<file path="src/rtl/gray_rd_arbiter.sv">
// Round-robin arbiter sharing one gray-image read port between two LBP engines,
// plus a merge of both engines' completion flags into a single finish pulse.
module gray_rd_arbiter #(
    parameter int unsigned AW = 14,
    parameter int unsigned DW = 8
) (
    input  logic          clk,
    input  logic          reset,

    input  logic          c0_req,
    input  logic [AW-1:0] c0_addr,
    output logic          c0_valid,
    output logic [DW-1:0] c0_rdata,
    input  logic          c0_done,

    input  logic          c1_req,
    input  logic [AW-1:0] c1_addr,
    output logic          c1_valid,
    output logic [DW-1:0] c1_rdata,
    input  logic          c1_done,

    output logic [AW-1:0] gray_addr,
    output logic          gray_req,
    input  logic          gray_ready,
    input  logic [DW-1:0] gray_data,

    output logic          finish
);

    typedef enum logic [1:0] {
        StIdle,
        StIssue,
        StCapt,
        StResp
    } state_e;

    state_e        r_state, w_state_next;
    logic          r_grant, w_grant_next;
    logic          r_last_grant, w_last_grant_next;
    logic          r_gray_req, w_gray_req_next;
    logic [AW-1:0] r_gray_addr, w_gray_addr_next;
    logic          r_c0_valid, w_c0_valid_next;
    logic [DW-1:0] r_c0_rdata, w_c0_rdata_next;
    logic          r_c1_valid, w_c1_valid_next;
    logic [DW-1:0] r_c1_rdata, w_c1_rdata_next;

    logic          r_d0, r_d1, r_finish;
    logic          w_any_req, w_pick, w_both_done;

    assign w_any_req = c0_req | c1_req;
    // On a tie the client that did not win last time is picked.
    assign w_pick    = (c0_req & c1_req) ? ~r_last_grant : c1_req;

    always_ff @(posedge clk or posedge reset) begin
        if (reset) begin
            r_state <= StIdle;
        end else begin
            r_state <= w_state_next;
        end
    end

    always_comb begin
        w_state_next      = r_state;
        w_grant_next      = r_grant;
        w_last_grant_next = r_last_grant;
        w_gray_req_next   = r_gray_req;
        w_gray_addr_next  = r_gray_addr;
        w_c0_valid_next   = r_c0_valid;
        w_c0_rdata_next   = r_c0_rdata;
        w_c1_valid_next   = r_c1_valid;
        w_c1_rdata_next   = r_c1_rdata;

        case (r_state)
            StIdle: begin
                if (w_any_req) begin
                    w_grant_next      = w_pick;
                    w_last_grant_next = w_pick;
                    w_gray_addr_next  = w_pick ? c1_addr : c0_addr;
                    w_gray_req_next   = 1'b1;
                    w_state_next      = StIssue;
                end
            end
            StIssue: begin
                if (gray_ready) begin
                    w_gray_req_next = 1'b0;
                    w_state_next    = StCapt;
                end
            end
            StCapt: begin
                if (r_grant) begin
                    w_c1_rdata_next = gray_data;
                    w_c1_valid_next = 1'b1;
                end else begin
                    w_c0_rdata_next = gray_data;
                    w_c0_valid_next = 1'b1;
                end
                w_state_next = StResp;
            end
            StResp: begin
                w_c0_valid_next = 1'b0;
                w_c1_valid_next = 1'b0;
                w_state_next    = StIdle;
            end
            default: begin
                w_state_next = StIdle;
            end
        endcase
    end

    always_ff @(posedge clk or posedge reset) begin
        if (reset) begin
            r_grant      <= 1'b0;
            r_last_grant <= 1'b1;
            r_gray_req   <= 1'b0;
            r_gray_addr  <= '0;
            r_c0_valid   <= 1'b0;
            r_c0_rdata   <= '0;
            r_c1_valid   <= 1'b0;
            r_c1_rdata   <= '0;
        end else begin
            r_grant      <= w_grant_next;
            r_last_grant <= w_last_grant_next;
            r_gray_req   <= w_gray_req_next;
            r_gray_addr  <= w_gray_addr_next;
            r_c0_valid   <= w_c0_valid_next;
            r_c0_rdata   <= w_c0_rdata_next;
            r_c1_valid   <= w_c1_valid_next;
            r_c1_rdata   <= w_c1_rdata_next;
        end
    end

    // Sticky done flags clear on the finish edge; a done seen on that same
    // edge starts the next collection.
    assign w_both_done = r_d0 & r_d1;

    always_ff @(posedge clk or posedge reset) begin
        if (reset) begin
            r_d0     <= 1'b0;
            r_d1     <= 1'b0;
            r_finish <= 1'b0;
        end else begin
            r_d0     <= (r_d0 & ~w_both_done) | c0_done;
            r_d1     <= (r_d1 & ~w_both_done) | c1_done;
            r_finish <= w_both_done;
        end
    end

    assign gray_req  = r_gray_req;
    assign gray_addr = r_gray_addr;
    assign c0_valid  = r_c0_valid;
    assign c0_rdata  = r_c0_rdata;
    assign c1_valid  = r_c1_valid;
    assign c1_rdata  = r_c1_rdata;
    assign finish    = r_finish;

endmodule

</file>
<file path="config.mk">
export PLATFORM = sky130hd
export DESIGN_NAME = gray_rd_arbiter
export DESIGN_NICKNAME = d
export VERILOG_FILES = /design/src/rtl/gray_rd_arbiter.sv
export SDC_FILE = /design/constraint.sdc
export NUM_CORES = 1
export LEC_CHECK = 0
export CAP_MARGIN = 25
export CELL_PAD_IN_SITES_DETAIL_PLACEMENT = 1
export CELL_PAD_IN_SITES_GLOBAL_PLACEMENT = 1
export CORE_UTILIZATION = 31
export DETAILED_ROUTE_END_ITERATION = 16
export GPL_TIMING_DRIVEN = 0
export PLACE_DENSITY_LB_ADDON = 0.3
export SYNTH_ARGS = -nofsm -noshare
export SYNTH_HDL_FRONTEND = slang
export SYNTH_SLANG_ARGS = --single-unit
</file>
<file path="constraint.sdc">
create_clock -name clk -period 1.8 [get_ports clk]
set_input_delay 0.36 -clock clk [delete_from_list [all_inputs] [get_ports clk]]
set_output_delay 0.36 -clock clk [all_outputs]
set_load 0.02 [all_outputs]
</file>
==> results of run 1 <==
final timing paths:
check	to	slack, ps	from	depth (start not counted)
setup / recovery	gray_addr[6]	170	gray_addr[6]	1
hold / removal	r_d0	460	r_d1	1
setup reg to reg	r_state[1]	170	r_state[1]	5
hold reg to reg	r_d0	460	r_d1	1
max in group asynchronous	r_d1	720	reset	2
min in group asynchronous	c0_rdata[2]	540	reset	2
per-stage QoR:
stage | setup TNS (ps) | instances
finish | 0 | 307
detailed placement | -465 | 300
global placement | -17400 | 300
CTS | 0 | 307
global route | 0 | 307
floorplan | 0 | 154
cell usage after synthesis (all sizes together):
library cell / count
a2bb2oi: 1
dfstp: 1
o21bai: 1
a21oi: 30
a21o: 1
a22o: 2
dfrtp: 39
inv: 6
and2: 1
a21bo: 1
a21boi: 1
ha: 6
o21ai: 4
nand2: 17
nor2b: 1
a31oi: 1
o21a: 1
buf: 4
nor2: 18
mux2: 17
mux2i: 1
state kept, by name, indices dropped and copies added, names as in the netlist:
register / count
c0_rdata: 8
c0_valid: 1
c1_rdata: 8
c1_valid: 1
finish: 1
gray_addr: 14
gray_req: 1
r_d0: 1
r_d1: 1
r_grant: 1
r_last_grant: 1
r_state: 2
layout make-up:
cell class | instances | share of cell area (%)
Buffer | 4 | 0.939
Clock buffer | 7 | 3.62
Multi-Input combinational cell | 104 | 25.2
Sequential cell | 40 | 37.6
Inverter | 6 | 0.845
Timing Repair Buffer | 76 | 28.5
Tap cell | 70 | 3.29
where the power goes:
group          switching (mW)  leakage, nW  internal, mW
clock network           0.292       0.0503         0.341
registers               0.246        0.460          1.35
logic                    1.23        0.637          1.23
layer usage:
metal	track usage [%]	wire (µm)	vias up
met1	21.6	2060	706
met3	6.47	376	6
met5	0	0	-
met4	3.46	38	0
met2	26.3	1970	62
li1	-	-	687
cell families after synthesis:
kind of cell | synth area share [%]
flops | 58.4
fa+ha+maj | 4.37
mux | 11.7
simple gates | 8.38
buf+inv | 2.77
compound gates | 14.4
what timing repair did:
action	CTS	global route
gates resized for setup	0	2
hold buffers	0	0
endpoints found under the setup margin	0	11
==> impl_metrics.ini, run 1 <==
[status]
outcome = finished, final reports clean

[critical_path]
worstPathCellList = clkdlybuf4s50_1
cp_max_fo = 2
cp.required_ps = 1440
critPathKind = flop to output pin
cp-end-kind = output pin
startpoint_type = flop
cp_data_arrival_time_ps = 1270
cpPeakStageDelay_ps = 630
cp_top_family = buffers and inverters
cp.buffers_inverters = 1
critPathSlowestCell = clkdlybuf4s50_1

[detailed_routing]
ant_nets = 0
vias = 1461
viasPerCell = 4.76
first_pass_iters = 2
first_iter_violations = 61
wl_mm = 4.44
drcViolationCount = 0
wire_per_inst_um = 14.5

[power]
powerDensity_mw_per_mm2 = 1760
vdd_drop_max_uv = 957
total_power_mw = 4.68
leakage_nw = 1.15

[clock_tree]
cts_max_level = 2
clk-insertion-delay-late_ps = 290
cts_buffers = 5
cts_max_path_buffers = 2
postCtsSetupBuffers = 0
clk_pin_slew_ps = 80
cts-root-buf = clkbuf_8
tritoncts = built
numClockSinks = 40

[sta]
tightest_slew_ps = 828
fmax_mhz = 613
finalClockSkew_ps = 11.1
setup_ws_ps = 168
setup_violations = 0
rsz0062_at_grt = false
slew_headroom_pct = 44.7
min_period_ps = 1630
holdWs_ps = 460
fin_crit_sh_pct = 90.7
drv_slew = 0
hold_violations = 0

[die]
rows = 26
die_y_um = 76.4
die-area_mm2 = 0.00584
fp.dieW_um = 76.4
coreArea_mm2 = 0.00520
ioPinCount = 77
initial_utilization_pct = 33.0

[synthesis]
netlist_instances = 154
synth.largest_area_cell = dfrtp_1
synth.avg_cell_area_um2 = 11.1
synth.area.top_cells = dfrtp_1 57%, mux2_2 11%, a21oi_1 8.7%
synth-seq-cells = 40
synth_nets = 203
synth_area_mm2 = 0.00172
ys.warnings.count = 0
synth.yosys.seq_area_share_pct = 58.4
yosysUniqueCellTypes = 23
synth_top_area_share_pct = 56.9

[placement]
io_buffers = 76
place_area_mm2 = 0.00256
dpl.hpwl_mm = 3.26
routabilityCongestion = 0.704
dp_slack_ps = -52.8

[cells_and_area]
fin_nets = 286
final_area_mm2 = 0.00267
multi_input_area_um2 = 671
layout_commonest_cell = clkdlybuf4s50_1
fill_cells = 571
final_cell_mix = 76 x clkdlybuf4s50_1, 39 x dfrtp_1, 30 x a21oi_1
layout-drive-gt1-share_pct = 14.3
syn_to_final_growth_pct = 55.2
seq_area_mm2 = 0.00100
diodes = 0
final_util_pct = 51.2

[global_route]
first_global_vias = 1586
overflow = 0
grt_pass1_wl_mm = 7.74
grt_max_degree = 41
antenna_found_initial = 0
grtUsageTotal_pct = 16.6

[flow_run]
cap_violations = 0

[min_path]
hp-class = flop to flop
Note: power is estimated with default switching activity, not from simulation.
==> run 2: changes to the inputs <==
Settings changed: SKIP_LAST_GASP set to 1.
==> results of run 2 <==
The final DEF is identical to that of run 1; final timing and power are the same.
==> run 3: changes to the inputs <==
Settings changed: CORE_UTILIZATION 31 to 28, CTS_CLUSTER_DIAMETER set to 200.
Clock period 1.8 ns to 1.5 ns, I/O delays scaled along.
==> run 3 against run 2 <==
Compared with the run above:
- combinational power is 12% higher
- sequential share of layout area is 0.33 points lower
- sequential power is 18% higher
- global-route usage is 1.3 points lower
- clock skew is 8.0 ps lower
- largest cell class unchanged
- first-iteration DRC count is 48% lower
- core utilization is 5.8 points lower
- clock power is 21% higher
- critical path depth is 3 higher
- hold slack worse by 37 ps
- total power is 15% higher
- sequential cell count stayed put
==> impl_metrics.ini, run 3 (synthesis gave the netlist of run 1 again) <==
[cells_and_area]
fin_nets = 288
syn_to_final_growth_pct = 56.6
final_area_mm2 = 0.00269
largest_reg_flops = 14
diodes = 0
final_cell_mix = 40 x clkdlybuf4s50_1, 39 x dfrtp_1, 34 x dlygate4sd2_1
layout_commonest_cell = clkdlybuf4s50_1
layout-drive-gt1-share_pct = 17.1

[critical_path]
cp_data_arrival_time_ps = 1690
cp.required_ps = 1690
critPathSlowestCell = dfrtp_1
worstPathCellList = inv_2, ha_1, nand2_1, mux2_2
startpoint_type = flop
cpPeakStageDelay_ps = 400
cp_max_fo = 8
r2r-start = r_state[0]
critPathKind = flop to flop
cp-end-kind = flop
setup.worst_path.start = r_state[0]

[global_route]
grt_pass1_wl_mm = 7.43
first_global_vias = 1577
grt_max_degree = 41
overflow = 0
grtUsageTotal_pct = 15.4
antenna_found_initial = 0

[placement]
dpl.hpwl_mm = 3.23
io_buffers = 76
routabilityCongestion = 0.722
place_area_mm2 = 0.00257

[detailed_routing]
vias = 1451
ant_nets = 0
first_pass_iters = 4
wl_mm = 4.53
viasPerCell = 4.61
wire_per_inst_um = 14.4
drcViolationCount = 0
first_iter_violations = 32

[die]
die_y_um = 80.3
coreArea_mm2 = 0.00592
fp.dieW_um = 80.3
initial_utilization_pct = 29.0
ioPinCount = 77
die-area_mm2 = 0.00645
rows = 28

[power]
seq_power_share_pct = 35.0
p_int_mw = 3.21
swShare_pct = 40.4
leakage_nw = 1.22
comb_power_share_pct = 50.8
power.switching_mw = 2.17
vdd_drop_max_uv = 877
p_clk_share_pct = 14.2
total_power_mw = 5.39
powerDensity_mw_per_mm2 = 2000

[sta]
fmax_mhz = 667
fin_crit_sh_pct = 99.9
min_period_ps = 1500
drv_slew = 0
slew_headroom_pct = 43.8
setup_violations = 0
hold_violations = 0
tightest_slew_ps = 842
rsz0062_at_grt = true
finalClockSkew_ps = 3.14

[min_path]
hp-class = primary input to flop
hp-start = c1_req

[status]
outcome = finished, final reports clean

[clock_tree]
holdBufCountCts = 0
cts_max_level = 2
tritoncts = built
cts_max_path_buffers = 2
clk_pin_slew_ps = 80
cts_buffers = 5
cts-root-buf = clkbuf_8
clk-insertion-delay-late_ps = 300
numClockSinks = 40

[flow_run]
cap_violations = 0
## run 3: power groups by stage
stage                     combinational, mW  clock, mW  sequential (mW)
final                                  2.74      0.765             1.88
after global routing                   2.99      0.844             1.95
after CTS                              2.76      0.809             1.89
after detailed placement               2.96          0             1.93
after global placement                 2.91          0             1.91
after floorplan                        1.07          0             2.46
## run 3: worst paths after layout
check | endpoint | cells after the start | slack, ps
worst min register to register | r_d0 | 1 | 460
min in group asynchronous | r_d1 | 2 | 490
max in group asynchronous | gray_req | 2 | 480
worst min-delay path | r_last_grant | 3 | 420
worst max register to register | c1_rdata[5] | 4 | 1
worst max-delay path | c1_rdata[5] | 4 | 1
## run 3: area by class of cell
type	count	area, µm²
timing repair buffer	78	738
buffer	4	31.3
clock inverter	2	15.0
fill	679	3230
clock buffer	6	82.6
multi-input combinational	104	703
inverter	6	22.5
tap	75	93.8
sequential	40	1000
## run 3: routing by layer
metal / GRT usage, % / up-vias / share of wire (%) / routed length [µm]
met5: 0 / - / 0 / 0
met4: 4.29 / 0 / 1.2 / 53
met3: 6.59 / 7 / 9.2 / 415
met2: 25.5 / 51 / 46 / 2080
met1: 18.1 / 701 / 44 / 1980
li1: - / 692 / - / -
## run 3: through the flow
stage / hold slack [ps] / TNS (ps) / worst slack [ps] / instances / util (%)
2_1_floorplan: 373 / 0 / 29.6 / 154 / -
3_3_place_gp: 450 / -31250 / -683 / 305 / 43.4
3_5_place_dp: 460 / -4720 / -345 / 305 / 43.4
4_1_cts: 472 / -243 / -27.8 / 315 / 45.0
5_1_grt: 453 / -1240 / -92.1 / 315 / 45.4
6_report: 422 / 0 / 1.21 / 315 / 45.4
## run 3: critical path, delay by kind of cell (launching register included)
family	cells	cell delay, ps
adders and majority gates	1	220
and+or+nand+nor	1	300
buffers and inverters	1	90
muxes	1	380
DFF	1	400
## run 3: repair_timing
item                       4_1_cts  5_1_grt
gates resized for setup         41        6
setup endpoints to repair       63       27
setup buffers                    2        0
